[src/rtl/serial_subtractor_pkg.sv]
// Shared definitions for bit-serial arithmetic blocks: FSM state encoding and
// a helper that sizes bit counters from an operand width.
package serial_subtractor_pkg;

    // Two-state controller: waiting for a request, or shifting bits through the cell.
    typedef enum logic {
        IDLE = 1'b0,
        RUN  = 1'b1
    } state_e;

    // Bits needed to count from 0 to width-1. It is clamped to at least one
    // bit so that a degenerate width still yields a legal vector.
    function automatic int unsigned cnt_width(input int unsigned width);
        if (width < 2) begin
            return 1;
        end
        return $clog2(width);
    endfunction

endpackage

[src/rtl/serial_subtractor_full_subtractor.sv]
// One-bit full subtractor: d = x - y - bi, with bo the borrow out of this bit.
module full_subtractor (
    input  logic x,
    input  logic y,
    input  logic bi,
    output logic d,
    output logic bo
);

    // Difference is the parity of the three inputs. Borrow is raised when
    // x=0,y=1, or when x==y and a borrow is already pending.
    always_comb begin
        d  = x ^ y ^ bi;
        bo = (~x & y) | (~(x ^ y) & bi);
    end

endmodule

[src/rtl/serial_subtractor.sv]
// Bit-serial LSB-first subtractor: diff = a - b - bin (mod 2^WIDTH), with one
// bit resolved per clock through a single full-subtractor cell.
module serial_subtractor
    import serial_subtractor_pkg::*;
#(
    parameter int WIDTH = 8
) (
    input  logic             clk,
    input  logic             rst,
    input  logic             start,
    input  logic [WIDTH-1:0] a,
    input  logic [WIDTH-1:0] b,
    input  logic             bin,
    output logic             busy,
    output logic             done,
    output logic [WIDTH-1:0] diff,
    output logic             bout
);

    localparam int unsigned      CNT_W    = cnt_width(WIDTH);
    localparam logic [CNT_W-1:0] LAST_BIT = CNT_W'(WIDTH - 1);
    localparam logic [CNT_W-1:0] CNT_ONE  = CNT_W'(1);

    state_e             state_q;
    logic [WIDTH-1:0]   a_q;
    logic [WIDTH-1:0]   b_q;
    logic [WIDTH-1:0]   diff_q;
    logic               borrow_q;
    logic               bout_q;
    logic               done_q;
    logic [CNT_W-1:0]   cnt_q;

    // Combinational next values for the shifting datapath.
    logic               cell_d;
    logic               cell_bo;
    logic [WIDTH-1:0]   a_d;
    logic [WIDTH-1:0]   b_d;
    logic [WIDTH-1:0]   diff_d;
    logic [CNT_W-1:0]   cnt_d;

    // The single arithmetic cell always looks at the current operand LSBs and
    // the borrow carried over from the previous bit.
    full_subtractor u_cell (
        .x  (a_q[0]),
        .y  (b_q[0]),
        .bi (borrow_q),
        .d  (cell_d),
        .bo (cell_bo)
    );

    // Shift values for one RUN step: operands move right, the new difference
    // bit enters at the MSB so that after WIDTH steps bit 0 sits at position 0.
    always_comb begin
        a_d    = a_q >> 1;
        b_d    = b_q >> 1;
        diff_d = {cell_d, diff_q[WIDTH-1:1]};
        cnt_d  = cnt_q + CNT_ONE;
    end

    // Controller and datapath registers; done is a one-cycle pulse raised on
    // the edge that resolves the final bit.
    always_ff @(posedge clk) begin
        if (rst) begin
            state_q  <= IDLE;
            a_q      <= '0;
            b_q      <= '0;
            diff_q   <= '0;
            borrow_q <= 1'b0;
            bout_q   <= 1'b0;
            done_q   <= 1'b0;
            cnt_q    <= '0;
        end else begin
            done_q <= 1'b0;
            case (state_q)
                IDLE: begin
                    if (start) begin
                        a_q      <= a;
                        b_q      <= b;
                        borrow_q <= bin;
                        cnt_q    <= '0;
                        state_q  <= RUN;
                    end
                end
                RUN: begin
                    a_q      <= a_d;
                    b_q      <= b_d;
                    diff_q   <= diff_d;
                    borrow_q <= cell_bo;
                    cnt_q    <= cnt_d;
                    if (cnt_q == LAST_BIT) begin
                        state_q <= IDLE;
                        done_q  <= 1'b1;
                        bout_q  <= cell_bo;
                    end
                end
                default: begin
                    state_q <= IDLE;
                end
            endcase
        end
    end

    // Outputs come straight from registers, so they are glitch-free and hold
    // between done and the next accepted start.
    always_comb begin
        busy = (state_q == RUN);
        done = done_q;
        diff = diff_q;
        bout = bout_q;
    end

endmodule

[config.mk]
export PLATFORM = sky130hd
export DESIGN_NAME = serial_subtractor
export DESIGN_NICKNAME = d
export VERILOG_FILES = /design/src/rtl/serial_subtractor_pkg.sv /design/src/rtl/serial_subtractor_full_subtractor.sv /design/src/rtl/serial_subtractor.sv
export SDC_FILE = /design/constraint.sdc
export NUM_CORES = 1
export LEC_CHECK = 0
export ABC_AREA = 1
export CAP_MARGIN = 20
export CORE_UTILIZATION = 53
export CTS_BUF_LIST = sky130_fd_sc_hd__clkbuf_8
export CTS_CLUSTER_SIZE = 14
export DETAILED_ROUTE_END_ITERATION = 7
export GPL_TIMING_DRIVEN = 0
export HOLD_SLACK_MARGIN = 0.03
export PLACE_DENSITY = 0.91
export REMOVE_ABC_BUFFERS = 1
export SLEW_MARGIN = 10
export SYNTH_ARGS = -nofsm -noshare
export SYNTH_HDL_FRONTEND = slang
export SYNTH_SLANG_ARGS = --single-unit
[constraint.sdc]
create_clock -name clk -period 1.9 [get_ports clk]
set_input_delay 0.19 -clock clk [delete_from_list [all_inputs] [get_ports clk]]
set_output_delay 0.19 -clock clk [all_outputs]
set_load 0.01 [all_outputs]
==> results.cfg <==
[sta]
fin_crit_sh = 0.9602
finalSetupViolCount = 0
fin_ws_ns = 0.07554
tightestPinTransition_ns = 0.7446
rsz0062_at_grt = true
drv_slew = 0
fmax_mhz = 548.1
finClkSkew_ns = 0.004576
post-route-min-period_ns = 1.824
hold_viol_final = 0
relSlewSlack = 0.5021

[layout]
diodes = 0
final_common_cell = nand2_1
final_nets = 238
most-common-layout-cells = nand2_1, nand3_1, dfxtp_1, clkdlybuf4s50_1, inv_1
areaGrowthSynthToFinish_pct = 25.99
utilization = 0.6993
fill_cells = 192
drive_gt1_frac = 0.04167

[drt]
vias = 1207
drt-total-wl_mm = 2.576
drt_iter0_drc = 17
drc_errors = 0
wl_per_cell_um = 10.47
avgViaCountPerCell = 4.907
first_pass_iters = 4
ant_nets = 0

[synthesis]
synth_top_area_frac = 0.4555
synth_area_um2 = 1363
yosysWarnings = 0
synth.distinct_cells = 13
synth_top_area_cell = dfxtp_1
seq_area_frac_synth = 0.4555
syn_inst = 189
avgSynthCellArea_um2 = 7.209
ys_top_cells_by_area = dfxtp_1, nand2_1, nand3_1
ys_ff_latch = 31

[worst_setup_path]
reg2reg_depth = 5
crit_type = flop to output pin
critPathSlowestCell = dfxtp_2
cp.depth = 1
cpLargestDelayFamily = flip-flops
cp_slowest_stage_delay_ns = 0.70
cp_max_fo = 30
end_kind = output pin
cp_cell_sequence = clkdlybuf4s50_1
crit_arrival_ns = 1.63
worstSetupStartpointType = flop
critPathBufInv = 1
required_ns = 1.71

[grt]
antenna_found_initial = 0
grt_pass1_wl_mm = 4.395
grt_overflow = 0
grt_max_degree = 31
first_global_vias = 1064
grt_usage = 0.2234

[cts]
htreeDepth = 2
max-clock-path-buffers = 2
clock-sinks = 31
root_buffer = clkbuf_8
clk_latency_ns = 0.28
postCtsHoldBufs = 0
cts_buffers = 5
clkTransAtPathRegs_ns = 0.06
cts_post_setup_buffers_inserted = 0
cts_tree = built

[die]
dieHeight_um = 52.71
die_area_um2 = 2778
ios = 31
start_util = 0.5550
rows = 18
core_area_um2 = 2455
fp.dieW_um = 52.71

[run_status]
status = finished, final reports clean

[power]
clock_power_share = 0.381
powerDensity_nw_per_um2 = 861.3
p_switching_w = 0.0003666
power_leakage_nw = 0.8449
pwr-share-comb = 0.129
internal_power_w = 0.001112
ir_worst_vdd_mv = 0.7480
p_seq_frac = 0.489
p_sw_frac = 0.2480

[placement]
io_buffers = 30
dpl_worst_slack_ns = -0.3016
dp_hpwl_mm = 1.604
place_congestion = 0.7265

[run]
max_cap_viol_count = 0

[hold_path]
hold_class = input pin to flop
whs_path_depth = 3
worst register-to-register path: stages (launching register included):
cell and delay, ns:
dfxtp_2 0.70, inv_1 0.52, nand3_1 0.19, nand3_1 0.10, nand2_1 0.06, inv_1 0.04
what timing repair did:
item | 4_1_cts | 5_1_grt
cloned | 0 | 0
endpoints found under the setup margin | 25 | 2
gates resized for setup | 1 | 0
per-stage QoR:
step | std cells | cell area (um^2) | hold slack [ns] | setup TNS [ns] | power [W]
floorplan | 178 | 1277 | 0.2591 | 0 | 0.0008266
global placement | 238 | 1615 | 0.4534 | -5.228 | 0.0009213
detailed placement | 238 | 1615 | 0.4601 | -5.636 | 0.0009281
CTS | 246 | 1717 | 0.4620 | 0 | 0.001484
global route | 246 | 1717 | 0.4859 | -0.02417 | 0.001548
finish | 246 | 1717 | 0.4610 | 0 | 0.001478
layout make-up:
cell class | instances | area, um^2 | share of cell area
Timing Repair Buffer | 30 | 300.3 | 0.1749
Inverter | 21 | 78.83 | 0.04592
Clock inverter | 1 | 3.754 | 0.002187
Multi-Input combinational cell | 126 | 578.1 | 0.3367
Sequential cell | 31 | 621.8 | 0.3622
Tap cell | 30 | 37.54 | 0.02187
Clock buffer | 7 | 96.34 | 0.05612
cells in the mapped netlist (all sizes together):
| library cell | instances |
|---|---|
| a21oi | 5 |
| buf | 11 |
| nor2 | 22 |
| nand2 | 57 |
| dfxtp | 31 |
| inv | 21 |
| o21ai | 8 |
| ha | 2 |
| fa | 1 |
| nand3 | 31 |
worst paths after layout:
path	from	end	slack (ns)
max	busy	busy	0.08
min	a[7]	a_q[7]	0.46
max reg2reg	busy	a_q[3]	0.18
min reg2reg	a_q[7]	a_q[7]	0.47
power by group through the flow:
stage	combinational, W	clock, W	sequential (W)
after floorplan	0.0000904	0	0.000736
after global placement	0.000186	0	0.000735
after detailed placement	0.000191	0	0.000737
after CTS	0.000192	0.000568	0.000724
after global routing	0.000217	0.000603	0.000728
final	0.000191	0.000564	0.000724
cells by family after synthesis:
kind of cell               synth area share
buffers and inverters                0.1203
adders and majority gates           0.03306
DFF                                  0.4555
and+or+nand+nor                      0.3434
AOI/OAI and AO/OA                   0.04775
layer usage:
layer	up-vias	routed length [um]	GRT usage
met2	27	1243	0.3713
li1	638	-	-
met5	-	0	0
met3	5	122	0.08696
met4	0	42	0.09211
met1	537	1167	0.2522
registers in the layout, indices dropped and copies added (netlist names):
signal    count
borrow_q      1
busy          1
diff          8
done          1
bout          1
b_q           8
cnt_q         3
a_q           8
Note: power is estimated with default switching activity, not from simulation.
